$ cat config.mk
export PLATFORM = sky130hd
export DESIGN_NAME = bram_arbiter_flat
export DESIGN_NICKNAME = d
export VERILOG_FILES = /design/src/rtl/bram_arb_pkg.sv /design/src/rtl/bram_arbiter_if.sv /design/src/rtl/bram_arb_pick.sv /design/src/rtl/bram_arbiter.sv /design/src/flat_wrapper.sv
export SDC_FILE = /design/constraint.sdc
export NUM_CORES = 1
export LEC_CHECK = 0
export ABC_AREA = 1
export CORE_MARGIN = 2
export CORE_UTILIZATION = 35
export CTS_BUF_LIST = sky130_fd_sc_hd__clkbuf_8 sky130_fd_sc_hd__clkbuf_16
export CTS_CLUSTER_SIZE = 12
export DETAILED_ROUTE_END_ITERATION = 8
export GPL_ROUTABILITY_DRIVEN = 0
export PLACE_DENSITY = 0.84
export SETUP_SLACK_MARGIN = 0.05
export SYNTH_ARGS = -nofsm -noshare
export SYNTH_HDL_FRONTEND = slang
export SYNTH_SLANG_ARGS = --single-unit
$ cat constraint.sdc
create_clock -name clk -period 4.51 [get_ports clk]
set_clock_uncertainty 0.1 [all_clocks]
set_input_delay 0.6765 -clock clk [delete_from_list [all_inputs] [get_ports clk]]
set_output_delay 0.6765 -clock clk [all_outputs]
set_load 0.01 [all_outputs]
$ cat src/rtl/bram_arb_pkg.sv
// Shared types for the BRAM arbiter: FSM states, requester IDs, widths.
// Used by bram_arbiter, bram_arb_pick and bram_arbiter_if.
package bram_arb_pkg;

    localparam int DEF_ADDR_W = 16;
    localparam int DEF_DATA_W = 32;

    typedef enum logic [1:0] {
        IDLE  = 2'd0,
        ISSUE = 2'd1,
        RESP  = 2'd2
    } state_t;

    typedef enum logic {
        REQ_FETCH = 1'b0,
        REQ_DATA  = 1'b1
    } req_id_t;

    function automatic req_id_t other_req(input req_id_t id);
        if (id == REQ_DATA) return REQ_FETCH;
        return REQ_DATA;
    endfunction

endpackage

$ cat src/rtl/bram_arbiter_if.sv
// Fetch / load-store / BRAM bus bundle of the BRAM arbiter.
// slave = arbiter side, master = core + BRAM side.
interface bram_arbiter_if #(
    parameter int ADDR_W = 16,
    parameter int DATA_W = 32
);
    logic              f_req;
    logic [ADDR_W-1:0] f_addr;
    logic              f_ack;
    logic [DATA_W-1:0] f_rdata;
    logic              f_err;

    logic              d_req;
    logic              d_we;
    logic [ADDR_W-1:0] d_addr;
    logic [DATA_W-1:0] d_wdata;
    logic              d_ack;
    logic [DATA_W-1:0] d_rdata;
    logic              d_err;

    logic              bram_rd_en;
    logic              bram_wr_en;
    logic [ADDR_W-1:0] bram_addr;
    logic [DATA_W-1:0] bram_idata;
    logic [DATA_W-1:0] bram_odata;

    logic              busy;

    modport slave (
        input  f_req, f_addr,
        output f_ack, f_rdata, f_err,
        input  d_req, d_we, d_addr, d_wdata,
        output d_ack, d_rdata, d_err,
        output bram_rd_en, bram_wr_en,
        output bram_addr, bram_idata,
        input  bram_odata,
        output busy
    );

    modport master (
        output f_req, f_addr,
        input  f_ack, f_rdata, f_err,
        output d_req, d_we, d_addr, d_wdata,
        input  d_ack, d_rdata, d_err,
        input  bram_rd_en, bram_wr_en,
        input  bram_addr, bram_idata,
        output bram_odata,
        input  busy
    );

endinterface

$ cat src/rtl/bram_arb_pick.sv
// Winner selection between fetch and data requests.
// Masked requesters are excluded; prio_i breaks a tie.
module bram_arb_pick
    import bram_arb_pkg::*;
(
    input  logic    f_req_i,
    input  logic    d_req_i,
    input  logic    mask_f_i,
    input  logic    mask_d_i,
    input  req_id_t prio_i,
    output logic    valid_o,
    output req_id_t win_o
);

    logic cand_f;
    logic cand_d;

    assign cand_f = f_req_i & ~mask_f_i;
    assign cand_d = d_req_i & ~mask_d_i;

    // Sole candidate wins; a tie goes to prio_i.
    always_comb begin
        valid_o = cand_f | cand_d;
        win_o   = prio_i;
        unique case (1'b1)
            (cand_f & ~cand_d): win_o = REQ_FETCH;
            (cand_d & ~cand_f): win_o = REQ_DATA;
            default:            win_o = prio_i;
        endcase
    end

endmodule

$ cat src/rtl/bram_arbiter.sv
// Shares one single-port BRAM between instruction fetch and LSU.
// Define BRAM_ARB_RR_EN for round-robin ties; default is data-first.
module bram_arbiter
    import bram_arb_pkg::*;
#(
    parameter int ADDR_W = DEF_ADDR_W,
    parameter int DATA_W = DEF_DATA_W
) (
    input logic          clk,
    input logic          rst,
    bram_arbiter_if.slave bus
);

    state_t            state_q;
    req_id_t           owner_q;
    logic              we_q;
    logic              err_q;
    logic              rd_q;
    logic              wr_q;
    logic [ADDR_W-1:0] addr_q;
    logic [DATA_W-1:0] idata_q;
    req_id_t           prio_q;

    logic              gnt_valid;
    req_id_t           gnt_id;
    logic              grant_d;
    logic              we_d;
    logic              mis_d;
    logic [ADDR_W-1:0] addr_d;
    logic [DATA_W-1:0] idata_d;

    logic in_resp;
    logic own_f;
    logic own_d;

    assign in_resp = (state_q == RESP);
    assign own_f   = (owner_q == REQ_FETCH);
    assign own_d   = (owner_q == REQ_DATA);

    bram_arb_pick u_pick (
        .f_req_i  (bus.f_req),
        .d_req_i  (bus.d_req),
        .mask_f_i (in_resp & own_f),
        .mask_d_i (in_resp & own_d),
        .prio_i   (prio_q),
        .valid_o  (gnt_valid),
        .win_o    (gnt_id)
    );

    assign grant_d = gnt_valid & (state_q != ISSUE);
    assign we_d    = (gnt_id == REQ_DATA) & bus.d_we;
    assign addr_d  = (gnt_id == REQ_DATA) ? bus.d_addr : bus.f_addr;
    assign mis_d   = |addr_d[1:0];
    assign idata_d = (gnt_id == REQ_DATA) ? bus.d_wdata : '0;

`ifdef BRAM_ARB_RR_EN
    // Tie priority goes to whoever was not granted last.
    always_ff @(posedge clk or posedge rst) begin
        if (rst) begin
            prio_q <= REQ_DATA;
        end else if (grant_d) begin
            prio_q <= other_req(gnt_id);
        end
    end
`else
    assign prio_q = REQ_DATA;
`endif

    // Arbiter FSM with registered BRAM strobes, address and write data.
    always_ff @(posedge clk or posedge rst) begin
        if (rst) begin
            state_q <= IDLE;
            owner_q <= REQ_DATA;
            we_q    <= 1'b0;
            err_q   <= 1'b0;
            rd_q    <= 1'b0;
            wr_q    <= 1'b0;
            addr_q  <= '0;
            idata_q <= '0;
        end else begin
            unique case (state_q)
                IDLE, RESP: begin
                    if (grant_d) begin
                        state_q <= ISSUE;
                        owner_q <= gnt_id;
                        we_q    <= we_d;
                        err_q   <= mis_d;
                        rd_q    <= ~we_d & ~mis_d;
                        wr_q    <= we_d & ~mis_d;
                        addr_q  <= addr_d;
                        idata_q <= idata_d;
                    end else begin
                        state_q <= IDLE;
                    end
                end
                ISSUE: begin
                    state_q <= RESP;
                    rd_q    <= 1'b0;
                    wr_q    <= 1'b0;
                end
                default: begin
                    state_q <= IDLE;
                    rd_q    <= 1'b0;
                    wr_q    <= 1'b0;
                end
            endcase
        end
    end

    logic rd_ok;
    assign rd_ok = in_resp & ~we_q & ~err_q;

    assign bus.f_ack   = in_resp & own_f;
    assign bus.d_ack   = in_resp & own_d;
    assign bus.f_err   = in_resp & own_f & err_q;
    assign bus.d_err   = in_resp & own_d & err_q;
    assign bus.f_rdata = (rd_ok & own_f) ? bus.bram_odata : '0;
    assign bus.d_rdata = (rd_ok & own_d) ? bus.bram_odata : '0;

    assign bus.bram_rd_en = rd_q;
    assign bus.bram_wr_en = wr_q;
    assign bus.bram_addr  = addr_q;
    assign bus.bram_idata = idata_q;
    assign bus.busy       = (state_q != IDLE);

endmodule

$ cat src/flat_wrapper.sv
// flat-port wrapper written by rule: the top's interface ports become plain ports
module bram_arbiter_flat import bram_arb_pkg::*;
#(
    parameter int ADDR_W = DEF_ADDR_W,
    parameter int DATA_W = DEF_DATA_W
)
  (clk, rst, bus_f_req, bus_f_addr, bus_f_ack, bus_f_rdata, bus_f_err, bus_d_req, bus_d_we, bus_d_addr, bus_d_wdata, bus_d_ack, bus_d_rdata, bus_d_err, bus_bram_rd_en, bus_bram_wr_en, bus_bram_addr, bus_bram_idata, bus_bram_odata, bus_busy);
  bram_arbiter_if #(.ADDR_W(ADDR_W), .DATA_W(DATA_W)) bus_i ();
  input logic clk;
  input logic rst;
  input wire logic [$bits(bus_i.f_req)-1:0] bus_f_req;
  input wire logic [$bits(bus_i.f_addr)-1:0] bus_f_addr;
  output wire logic [$bits(bus_i.f_ack)-1:0] bus_f_ack;
  output wire logic [$bits(bus_i.f_rdata)-1:0] bus_f_rdata;
  output wire logic [$bits(bus_i.f_err)-1:0] bus_f_err;
  input wire logic [$bits(bus_i.d_req)-1:0] bus_d_req;
  input wire logic [$bits(bus_i.d_we)-1:0] bus_d_we;
  input wire logic [$bits(bus_i.d_addr)-1:0] bus_d_addr;
  input wire logic [$bits(bus_i.d_wdata)-1:0] bus_d_wdata;
  output wire logic [$bits(bus_i.d_ack)-1:0] bus_d_ack;
  output wire logic [$bits(bus_i.d_rdata)-1:0] bus_d_rdata;
  output wire logic [$bits(bus_i.d_err)-1:0] bus_d_err;
  output wire logic [$bits(bus_i.bram_rd_en)-1:0] bus_bram_rd_en;
  output wire logic [$bits(bus_i.bram_wr_en)-1:0] bus_bram_wr_en;
  output wire logic [$bits(bus_i.bram_addr)-1:0] bus_bram_addr;
  output wire logic [$bits(bus_i.bram_idata)-1:0] bus_bram_idata;
  input wire logic [$bits(bus_i.bram_odata)-1:0] bus_bram_odata;
  output wire logic [$bits(bus_i.busy)-1:0] bus_busy;
  assign bus_i.f_req = bus_f_req;
  assign bus_i.f_addr = bus_f_addr;
  assign bus_f_ack = bus_i.f_ack;
  assign bus_f_rdata = bus_i.f_rdata;
  assign bus_f_err = bus_i.f_err;
  assign bus_i.d_req = bus_d_req;
  assign bus_i.d_we = bus_d_we;
  assign bus_i.d_addr = bus_d_addr;
  assign bus_i.d_wdata = bus_d_wdata;
  assign bus_d_ack = bus_i.d_ack;
  assign bus_d_rdata = bus_i.d_rdata;
  assign bus_d_err = bus_i.d_err;
  assign bus_bram_rd_en = bus_i.bram_rd_en;
  assign bus_bram_wr_en = bus_i.bram_wr_en;
  assign bus_bram_addr = bus_i.bram_addr;
  assign bus_bram_idata = bus_i.bram_idata;
  assign bus_i.bram_odata = bus_bram_odata;
  assign bus_busy = bus_i.busy;
  bram_arbiter #(.ADDR_W(ADDR_W), .DATA_W(DATA_W)) u_core (.clk(clk), .rst(rst), .bus(bus_i));
endmodule
==> impl_metrics.toml <==
[run_status]
status = "completed"

[route]
routed_wl_mm = 10.1
dr.pass1.iters = 4
final_antenna_net_count = 0
drt_first_iter_violations = 119
drc = 0
wl_per_cell_um = 14.0
vias = 3175
vias_per_cell = 4.43

[timing]
max_freq_ghz = 0.285
min_period_over_period_pct = 77.9
slew_headroom_pct = 24.1
finalHoldViolations = 0
grt_setup_unrepaired = "false"
hold_ws_ns = 0.385
period_needed_ns = 3.51
setup_viol = 0
slew_violations = 0
tns_ns = 0
fin_ws_ns = 0.996
max_slew.worst_pin.slew_ns = 1.14

[clocking]
root_buffer = "clkbuf_8"
path_clk_slew_ns = 0.10
cts_hold_buf = 0
tritoncts = "done"
cts_max_level = 2
cts_setup_buffers = 0
clk_latency_ns = 0.29
cts_resized = 0
numClockSinks = 55
clock_path_buffers = 2
cts_made_buffers = 5

[placement]
dp_hpwl_mm = 7.93
dpl_worst_slack_ns = 1.33
placed_area_um2 = 5030
portBuffers = 219

[finish]
final_common_cell = "clkdlybuf4s50_1"
syn2layout_area_growth_pct = 83.1
final_cell_area_um2 = 5150
multi_input_comb_area_um2 = 1100
num-fill-cells = 649
post-route-util_pct = 66.3
seq_area_um2 = 1380
final_cell_mix = "clkdlybuf4s50_1, nand2_1, nor2_1"
drive_above_1_share_pct = 3.42
antenna_cells = 0
final_nets = 714

[power_and_ir_drop]
power.internal_mw = 1.58
switchingPower_mw = 0.911
pwr-share-seq_pct = 35.1
pwr_density_cell_nw_per_um2 = 483
swShare_pct = 36.6
p_leak_nw = 2.57
pwr-share-clk_pct = 13.6
ir_drop_mv = 0.274
p_comb_share_pct = 51.3

[synthesis]
yosysUniqueCellTypes = 21
ys_ff_latch = 55
netlist_top_cells_area = "dfrtp_1, nand2_1, nor2_1"
syn_area_um2 = 2810
postSynthAreaPerCell_um2 = 6.97
synth_top_area_share_pct = 48.0
synthCells = 404
synth_fp_nets = 505
yosys.area.top_type = "dfrtp_1"
seq_area_frac_synth_pct = 49.0
ys_warn_count = 0

[floorplanning]
start_util_pct = 36.2
core-area_um2 = 7770
fp.dieW_um = 93.7
rows = 32
chipHeight_um = 93.7
fp.dieArea_um2 = 8770
pin_count = 220

[global_routing]
overflow = 0
grt_pass1_vias = 3206
grtUsageTotal_pct = 22.7
grt_pass1_wl_mm = 15.6
antenna_found_initial = 0
grt_max_degree = 56

[worst_setup_path]
cp-startpoint = "u_core.state_q[0]"
cp_num_cells = 6
worstSetupEndpoint = "bus_d_rdata[18]"
r2r_slack_ns = 2.34
critPathArrivalTime_ns = 2.74
path_class = "reg -> out"
slowest_delay_ns = 0.75
reg2reg_to = "u_core.own_d"
endpoint_kind = "output pin"
critPathRequiredTime_ns = 3.73
crit_chain = "inv_2 -> nand3_2 -> inv_1 -> nand3_1 -> nor2_1 -> clkdlybuf4s50_1"
crit_slowest_cell = "nand3_1"
start_kind = "flop"
cp.buffers_inverters = 3
r2r-start = "u_core.own_d"
reg2reg_depth = 7
path_delay_family = "simple AND/OR/NAND/NOR gates"
path_max_fanout = 32

[run]
drv_cap = 0

[hold_path]
hp-start = "u_core.bus.bram_idata[21]"
hold_class = "reg -> reg"
cell type report:
cell class,count,share of cell area [%]
Clock inverter,2,0.680
Tap cell,102,2.48
Multi-Input combinational cell,270,21.3
Inverter,61,4.49
Clock buffer,6,1.60
Sequential cell,55,26.7
Timing Repair Buffer,220,42.7
state kept, by name, summed over array words and instances (netlist names):
register,cells
u_core.bus.bram_idata,32
u_core.bus.bram_addr,16
u_core.state_q,2
u_core.bus.bram_rd_en,1
u_core.bus.bram_wr_en,1
u_core.err_q,1
u_core.own_d,1
u_core.we_q,1
metrics by stage:
step / power, mW / instances
after floorplan: 1.44 / 404
after global placement: 2.13 / 708
after detailed placement: 2.17 / 708
after CTS: 2.52 / 716
after global routing: 2.67 / 716
final: 2.49 / 716
worst min path at each step:
stage	depth (start not counted)	slack [ns]	endpoint
finish	2	0.39	u_core.bus.bram_idata[21]
global placement	2	0.36	u_core.bus.bram_idata[21]
CTS	2	0.39	u_core.err_q
detailed placement	2	0.36	u_core.bus.bram_idata[1]
global route	2	0.41	u_core.bus.bram_wr_en
floorplan	2	0.35	u_core.err_q
worst reg2reg max path: cells and delay by family (launching register included):
family	cells	cell delay, ns
simple gates	5	1.20
flops	1	0.55
compound gates	1	0.19
buf+inv	1	0.06
synth_stat cells:
| cell type | n |
|---|---|
| o21ai_1 | 7 |
| nand2_2 | 2 |
| dfrtp_1 | 54 |
| buf_6 | 4 |
| buf_2 | 8 |
| dfstp_2 | 1 |
| nor3_1 | 1 |
| nand3_1 | 6 |
| inv_4 | 1 |
| nor2_8 | 1 |
| a21oi_1 | 1 |
| nand2_1 | 153 |
| inv_2 | 1 |
| or2_2 | 1 |
| o21bai_1 | 1 |
| clkbuf_1 | 6 |
| nand3_2 | 3 |
| inv_1 | 59 |
| nor2_1 | 84 |
| nand2_4 | 1 |
| o21ai_0 | 9 |
power by group through the flow:
stage / Sequential, mW / Combinational [mW] / Clock, mW
2_1_floorplan: 0.974 / 0.471 / 0
3_3_place_gp: 0.864 / 1.26 / 0
3_5_place_dp: 0.878 / 1.29 / 0
4_1_cts: 0.872 / 1.29 / 0.350
5_1_grt: 0.902 / 1.40 / 0.372
6_report: 0.872 / 1.28 / 0.339
kinds of logic after synthesis:
kind of cell           after synthesis  synth area share, %
buffers and inverters               79                 12.0
AND/OR/NAND/NOR                    252                 35.7
AO/OA/AOI/OAI                       18                 3.29
flip-flops                          55                 49.0
per-layer routing:
layer,track usage (%),up-vias,wire length [um]
met2,42.3,152,5180
met3,6.26,20,815
met5,0,-,0
met1,24.4,1422,3750
li1,-,1581,-
met4,8.57,0,306
Note: power is estimated with default switching activity, not from simulation.
